<file path="src/rtl/inv_sqrt_pkg.sv">
`default_nettype none
// ============================================================================
// Module      : inv_sqrt_pkg
// Description : Shared types, constants and helpers for the inverse-sqrt core.
// Revision    : 1.0 - initial release
// ============================================================================
package inv_sqrt_pkg;

    typedef enum logic [2:0] {
        IDLE = 3'd0,
        SEED = 3'd1,
        SQ   = 3'd2,
        MX   = 3'd3,
        SUB  = 3'd4,
        MY   = 3'd5,
        DONE = 3'd6
    } state_t;

    localparam logic [23:0] FP_ONE_HALF_Q = 24'h60_0000;

    localparam logic [31:0] RES_POS_INF = 32'h7F80_0000;
    localparam logic [31:0] RES_NEG_INF = 32'hFF80_0000;
    localparam logic [31:0] RES_QNAN    = 32'h7FC0_0000;

    localparam int FLAG_INVALID = 1;
    localparam int FLAG_DIVZERO = 0;

    typedef struct packed {
        logic sign;
        logic zero;   // zero or denormal
        logic inf;
        logic nan;
    } fp_class_t;

    function automatic fp_class_t classify(input logic [31:0] x);
        fp_class_t c;
        c.sign = x[31];
        c.zero = (x[30:23] == 8'h00);
        c.inf  = (x[30:23] == 8'hFF) && (x[22:0] == 23'd0);
        c.nan  = (x[30:23] == 8'hFF) && (x[22:0] != 23'd0);
        return c;
    endfunction

    // 1.5 - t for non-negative t, done in Q2.22 fixed point and renormalised.
    // t is clamped just below 1.5 so the difference is always a positive normal.
    function automatic logic [31:0] one_half_minus(input logic [30:0] t);
        logic [7:0]  e;
        logic [7:0]  rsh;
        logic [23:0] m;
        logic [23:0] tq;
        logic [23:0] d;
        logic [22:0] frac;
        logic [4:0]  lead;
        e   = t[30:23];
        m   = {1'b1, t[22:0]};
        rsh = 8'd128 - e;
        if (e == 8'd0)
            tq = '0;
        else if (e >= 8'd128)
            tq = FP_ONE_HALF_Q - 24'd1;
        else if (rsh >= 8'd24)
            tq = '0;
        else
            tq = m >> rsh;
        if (tq >= FP_ONE_HALF_Q)
            tq = FP_ONE_HALF_Q - 24'd1;
        d    = FP_ONE_HALF_Q - tq;
        lead = 5'd0;
        for (int i = 0; i < 24; i++) begin
            if (d[i])
                lead = 5'(i);
        end
        frac = 23'(d << (5'd23 - lead));
        return {1'b0, 8'd105 + {3'b000, lead}, frac};
    endfunction

endpackage
`default_nettype wire

</file>
<file path="src/rtl/inv_sqrt_pipe_fp32_mul.sv">
`default_nettype none
// ============================================================================
// Module      : fp32_mul
// Description : Combinational fp32 multiply, truncating, denormals to +0,
//               overflow saturating to signed infinity.
// Revision    : 1.0 - initial release
// ============================================================================
module fp32_mul (
    input  logic [31:0] i_a,
    input  logic [31:0] i_b,
    output logic [31:0] o_p
);

    logic [47:0]       w_mant;
    logic [24:0]       w_top;
    logic signed [9:0] w_exp;
    logic [22:0]       w_frac;
    logic              w_sign;

    always_comb begin
        w_sign = i_a[31] ^ i_b[31];
        w_mant = 48'({1'b1, i_a[22:0]}) * 48'({1'b1, i_b[22:0]});
        w_top  = 25'(w_mant >> 23);
        w_exp  = $signed({2'b00, i_a[30:23]}) + $signed({2'b00, i_b[30:23]})
               - 10'sd127 + $signed({9'd0, w_top[24]});
        w_frac = w_top[24] ? w_top[23:1] : w_top[22:0];

        if (i_a[30:23] == 8'h00 || i_b[30:23] == 8'h00)
            o_p = '0;
        else if (i_a[30:23] == 8'hFF || i_b[30:23] == 8'hFF)
            o_p = {w_sign, 8'hFF, 23'd0};
        else if (w_exp >= 10'sd255)
            o_p = {w_sign, 8'hFF, 23'd0};
        else if (w_exp <= 10'sd0)
            o_p = '0;
        else
            o_p = {w_sign, w_exp[7:0], w_frac};
    end

endmodule
`default_nettype wire

</file>
<file path="src/rtl/inv_sqrt_pipe.sv">
`default_nettype none
// ============================================================================
// Module      : inv_sqrt_pipe
// Description : Fast inverse square root: magic seed plus NEWTON_ITERS
//               Newton-Raphson steps on one shared fp32 multiplier.
// Revision    : 1.0 - initial release
// ============================================================================
module inv_sqrt_pipe
    import inv_sqrt_pkg::*;
#(
    parameter int          NEWTON_ITERS = 2,
    parameter logic [31:0] MAGIC        = 32'h5F3759DF
) (
    input  logic        clk,
    input  logic        rst,
    input  logic        in_valid,
    output logic        in_ready,
    input  logic [31:0] DataIn,
    output logic        out_valid,
    input  logic        out_ready,
    output logic [31:0] DataOut,
    output logic [1:0]  out_flags
);

    localparam logic [2:0] c_iters = 3'(NEWTON_ITERS);

    state_t      r_state;
    logic [31:0] r_x;
    logic [31:0] r_xh;
    logic [31:0] r_y;
    logic [31:0] r_prod;
    logic [1:0]  r_iter;
    logic [1:0]  r_flags;
    fp_class_t   r_cls;
    logic        r_in_ready;
    logic        r_out_valid;
    logic [31:0] r_data_out;
    logic [1:0]  r_out_flags;

    logic [31:0] w_mul_a;
    logic [31:0] w_mul_b;
    logic [31:0] w_mul_p;
    logic [31:0] w_xh;
    logic [31:0] w_special_res;
    logic [1:0]  w_special_flags;
    logic [1:0]  w_iter_next;
    logic        w_special;

    // Operand routing: SQ = y*y, MX = xh*p, MY = y*r.
    assign w_mul_a     = (r_state == MX) ? r_xh : r_y;
    assign w_mul_b     = (r_state == SQ) ? r_y  : r_prod;
    assign w_iter_next = r_iter + 2'd1;
    assign w_xh        = (DataIn[30:23] <= 8'd1) ? 32'd0
                       : {DataIn[31], DataIn[30:23] - 8'd1, DataIn[22:0]};
    assign w_special   = r_cls.nan | r_cls.zero | r_cls.sign | r_cls.inf;

    fp32_mul u_mul (
        .i_a (w_mul_a),
        .i_b (w_mul_b),
        .o_p (w_mul_p)
    );

    always_comb begin
        w_special_res   = '0;
        w_special_flags = '0;
        if (r_cls.nan) begin
            w_special_res                 = RES_QNAN;
            w_special_flags[FLAG_INVALID] = 1'b1;
        end else if (r_cls.zero) begin
            w_special_res                 = r_cls.sign ? RES_NEG_INF : RES_POS_INF;
            w_special_flags[FLAG_DIVZERO] = 1'b1;
        end else if (r_cls.sign) begin
            w_special_res                 = RES_QNAN;
            w_special_flags[FLAG_INVALID] = 1'b1;
        end
    end

    always_ff @(posedge clk) begin
        if (rst) begin
            r_state     <= IDLE;
            r_x         <= '0;
            r_xh        <= '0;
            r_y         <= '0;
            r_prod      <= '0;
            r_iter      <= '0;
            r_flags     <= '0;
            r_cls       <= '0;
            r_in_ready  <= 1'b0;
            r_out_valid <= 1'b0;
            r_data_out  <= '0;
            r_out_flags <= '0;
        end else begin
            case (r_state)
                IDLE: begin
                    if (in_valid && r_in_ready) begin
                        r_x        <= DataIn;
                        r_xh       <= w_xh;
                        r_cls      <= classify(DataIn);
                        r_iter     <= '0;
                        r_in_ready <= 1'b0;
                        r_state    <= SEED;
                    end else begin
                        r_in_ready <= 1'b1;
                    end
                end
                SEED: begin
                    if (w_special) begin
                        r_y     <= w_special_res;
                        r_flags <= w_special_flags;
                        r_state <= DONE;
                    end else begin
                        r_y     <= MAGIC - (r_x >> 1);
                        r_flags <= '0;
                        r_state <= (c_iters == 3'd0) ? DONE : SQ;
                    end
                end
                SQ: begin
                    r_prod  <= w_mul_p;
                    r_state <= MX;
                end
                MX: begin
                    r_prod  <= w_mul_p;
                    r_state <= SUB;
                end
                SUB: begin
                    r_prod  <= one_half_minus(r_prod[30:0]);
                    r_state <= MY;
                end
                MY: begin
                    r_y     <= w_mul_p;
                    r_iter  <= w_iter_next;
                    r_state <= ({1'b0, w_iter_next} < c_iters) ? SQ : DONE;
                end
                DONE: begin
                    // Outputs load once on entry, then hold until the handshake.
                    if (!r_out_valid) begin
                        r_out_valid <= 1'b1;
                        r_data_out  <= r_y;
                        r_out_flags <= r_flags;
                    end else if (out_ready) begin
                        r_out_valid <= 1'b0;
                        r_in_ready  <= 1'b1;
                        r_state     <= IDLE;
                    end
                end
                default: r_state <= IDLE;
            endcase
        end
    end

    assign in_ready  = r_in_ready;
    assign out_valid = r_out_valid;
    assign DataOut   = r_data_out;
    assign out_flags = r_out_flags;

endmodule
`default_nettype wire

</file>
<file path="config.mk">
export PLATFORM = sky130hd
export DESIGN_NAME = inv_sqrt_pipe
export DESIGN_NICKNAME = d
export VERILOG_FILES = /design/src/rtl/inv_sqrt_pkg.sv /design/src/rtl/inv_sqrt_pipe_fp32_mul.sv /design/src/rtl/inv_sqrt_pipe.sv
export SDC_FILE = /design/constraint.sdc
export NUM_CORES = 2
export LEC_CHECK = 0
export BUFFER_PORTS_ARGS = -buffer_cell sky130_fd_sc_hd__buf_2
export CORE_AREA = 2 2 214 216
export DETAILED_ROUTE_END_ITERATION = 16
export DIE_AREA = 0 0 216 218
export MAX_ROUTING_LAYER = met4
export PLACE_DENSITY = 0.87
export SLEW_MARGIN = 25
export SYNTH_ARGS = -nofsm -noshare
export SYNTH_HDL_FRONTEND = slang
export SYNTH_SLANG_ARGS = --single-unit
</file>
<file path="constraint.sdc">
create_clock -name clk -period 21.8 [get_ports clk]
set_input_delay 5.45 -clock clk [delete_from_list [all_inputs] [get_ports clk]]
set_output_delay 5.45 -clock clk [all_outputs]
set_load 0.01 [all_outputs]
</file>
==> qor.csv <==
metric,value,unit
global placer's final weighted congestion,1.052,
Post-synth EDFFs,0,
setup TNS,0,ps
startpoint type of the worst setup path,register,
DPL Wire Length,81310,um
most frequent cell on the critical path,fa_1,
Initial Utilization,68.77,%
Final Max Tran Viols,0,
Detail Route Antenna Nets,0,
simple-gate share of the synthesized area,19.31,%
worst endpoint required time,22160,ps
Worst Clk Skew,11.03,ps
crit end category,register,
main combinational cell family by area after synthesis,adder cells,
Final setup viols,0,
PortBufs,71,
share of layout cells above drive strength 1,7.737,%
final-report hold violation count,0,
Area Overhead vs Synth,4.207,%
Root Driver,clkbuf_16,
top_reg_cell synth,dfxtp_1,
status,"complete, no violations",
CTS resizes,0,
Pwr Density,37.11,mW/mm^2
Fmax,68.82,MHz
largest net degree at the start of global routing,90,
die footprint,0.04709,sq mm
RSZ-0062 raised after global routing,false,
pre-CTS setup slack,7723,ps
"critical path fanouts, max",37,
vias in the first global route,28159,
core box area,0.04489,sq mm
post-CTS setup buffers,0,
CTS Sinks,173,
I/O pins,72,
Tcrit/Tclk final,66.65,%
CTS H-tree depth,4,
GRT Residual Overflow,0,
Synth Area in Adders,38.96,%
clk buf depth,2,
die height,218,um
Synth Area per Inst,8.114,sq um
CP max stage cell,clkinv_1,
DR iter-0 viols,3575,
WP data arrival,14890,ps
worst-skew pair later-pin latency,450,ps
worst setup margin,7270,ps
Yosys reg bits,173,
Post-Syn Nets,4513,
Final Critical Period,14530,ps
row count,78,
Max Cap Viol,0,
XOR/XNOR share of the synthesized area,2.257,%
Ys Warns,0,
TritonRoute pass-1 iters,10,
die width,216,um
routed vias,28337,
hold_buf cts,0,
worst slew pin tran,1098,ps
"Distinct cells, synth",113,
Worst Hold Class,register to register,
Mapped Area,0.03087,sq mm
P_leak,14.59,nW
first-pass GRT wire length,159400,um
final core utilization,71.66,%
Num CTS Buffers,17,
Post-route DRC,0,
WS Path Type,register to register,
Post-Route WL,102800,um
initial antenna violation count,4,
CTS tree,done,
Critical Path Max Stage Delay,930,ps
mean routed wirelength per cell,23.54,um
gr usage total,45.66,%
VDD IR-drop max,0.06780,mV
ys async rst share,0,%
Post-Syn Instances,3805,
Final nets,4456,
Via-to-Cell Ratio,6.487,
"Seq/Total Area, Yosys",11.22,%
clock slew seen by the registers of the worst setup and hold paths,70,ps
Synth Area in Compound Gates,12.64,%
proportion of synthesized area in mux cells,5.402,%
max_slew headroom,24.93,%
==> synthesized netlist by cell type, drive strengths merged, types with 20 or more instances <==
cell / number / share of area, %
a21o: 22 / 0.53
nand2: 626 / 7.6
fa: 482 / 31
buf: 40 / 0.78
and2: 33 / 0.67
mux4: 23 / 1.7
inv: 605 / 7.4
o211ai: 42 / 1.1
ha: 190 / 7.7
nor4: 34 / 0.77
nand3: 74 / 1.2
a211oi: 26 / 0.68
nor2: 404 / 4.9
clkbuf: 154 / 1.9
a21oi: 207 / 3.4
xnor2: 47 / 1.4
mux2: 34 / 1.3
mux2i: 75 / 2.5
nand4: 22 / 0.47
a2111oi: 20 / 0.61
nor3: 53 / 0.98
dfxtp: 173 / 11
xor2: 30 / 0.90
o21ai: 79 / 1.3
==> final cells by class <==
cell class	instances	area, sq um
well taps	600	750.7
inverters	622	2335
multi-input cells	2816	24320
clock buffers	20	466.7
flip-flops and latches	173	3465
fillers	3572	12720
diodes	7	17.52
repair buffers	118	714.4
clock inverters	12	101.3
==> metrics by stage <==
stage / cells / instance area [sq um] / power [mW] / hold WS [ps]
5_1_grt: 4367 / 32170 / 1.243 / 469.8
4_1_cts: 4361 / 32150 / 1.171 / 453.6
3_5_place_dp: 4329 / 31590 / 0.8763 / 446.2
3_3_place_gp: 4328 / 31570 / 0.8689 / 437.6
2_1_floorplan: 3805 / 30870 / 0.7084 / 428.4
6_report: 4368 / 32170 / 1.194 / 455.0
==> registers in the layout (all words and copies together), names as in the netlist <==
| register | cells |
|---|---|
| DataOut | 32 |
| out_valid | 1 |
| r_x | 31 |
| r_prod | 32 |
| r_state | 3 |
| r_flags | 2 |
| r_cls | 3 |
| r_iter | 2 |
| r_y | 32 |
| in_ready | 1 |
| r_xh | 32 |
| out_flags | 2 |
==> power by group <==
| group | switching, mW | leakage (nW) | internal (mW) |
|---|---|---|---|
| Sequential | 0.0376 | 1.40 | 0.335 |
| Combinational | 0.352 | 12.9 | 0.170 |
| Clock | 0.141 | 0.276 | 0.158 |
| Total | 0.530 | 14.6 | 0.664 |
==> critical path, delay by kind of cell, from the launching register on <==
family | cells | cell delay [ps]
AO/OA/AOI/OAI | 12 | 3400
adder cells (fa/ha/maj) | 9 | 4040
AND/OR/NAND/NOR | 12 | 3300
flip-flops | 1 | 630
multiplexers | 2 | 1130
buffers and inverters | 6 | 1820
==> cells by family after synthesis <==
kind of cell	Yosys count
AND/OR/NAND/NOR	1358
buffers and inverters	816
adder cells (fa/ha/maj)	672
AO/OA/AOI/OAI	577
flip-flops	173
multiplexers	132
XOR/XNOR	77
==> cells in the final DEF, fill, tap and decap left out, types with 32 or more instances in the layout <==
master    instances
xnor2_1          46
nand2_1         624
fa_1            482
o211ai_1         41
mux2i_1          69
nand3_1          73
o21ai_0          66
inv_1           597
nor2_1          402
ha_1            190
dfxtp_1         172
nor3_1           47
mux2_2           32
a21oi_1         206
buf_2            70
buf_4            47
and2_1           33
==> routing by layer <==
layer	track usage (%)	up-vias	part of all wire, %
met4	28.36	0	7.9
met5	-	-	0
met3	10.93	514	13
li1	-	12207	-
met2	68.62	2064	44
met1	55.87	13552	36
==> path summary, 6_finish.rpt <==
check                            from                        to  slack (ps)  cells past startpoint
max reg2reg   r_state[1]$_SDFFE_PP0P_   r_prod[20]$_SDFFE_PP0P_        7270                     41
max           r_state[1]$_SDFFE_PP0P_   r_prod[20]$_SDFFE_PP0P_        7270                     41
min reg2reg  DataOut[18]$_SDFFE_PP0P_  DataOut[18]$_SDFFE_PP0P_         450                      2
min          DataOut[18]$_SDFFE_PP0P_  DataOut[18]$_SDFFE_PP0P_         450                      2
Power figures use the tool's default switching activity.
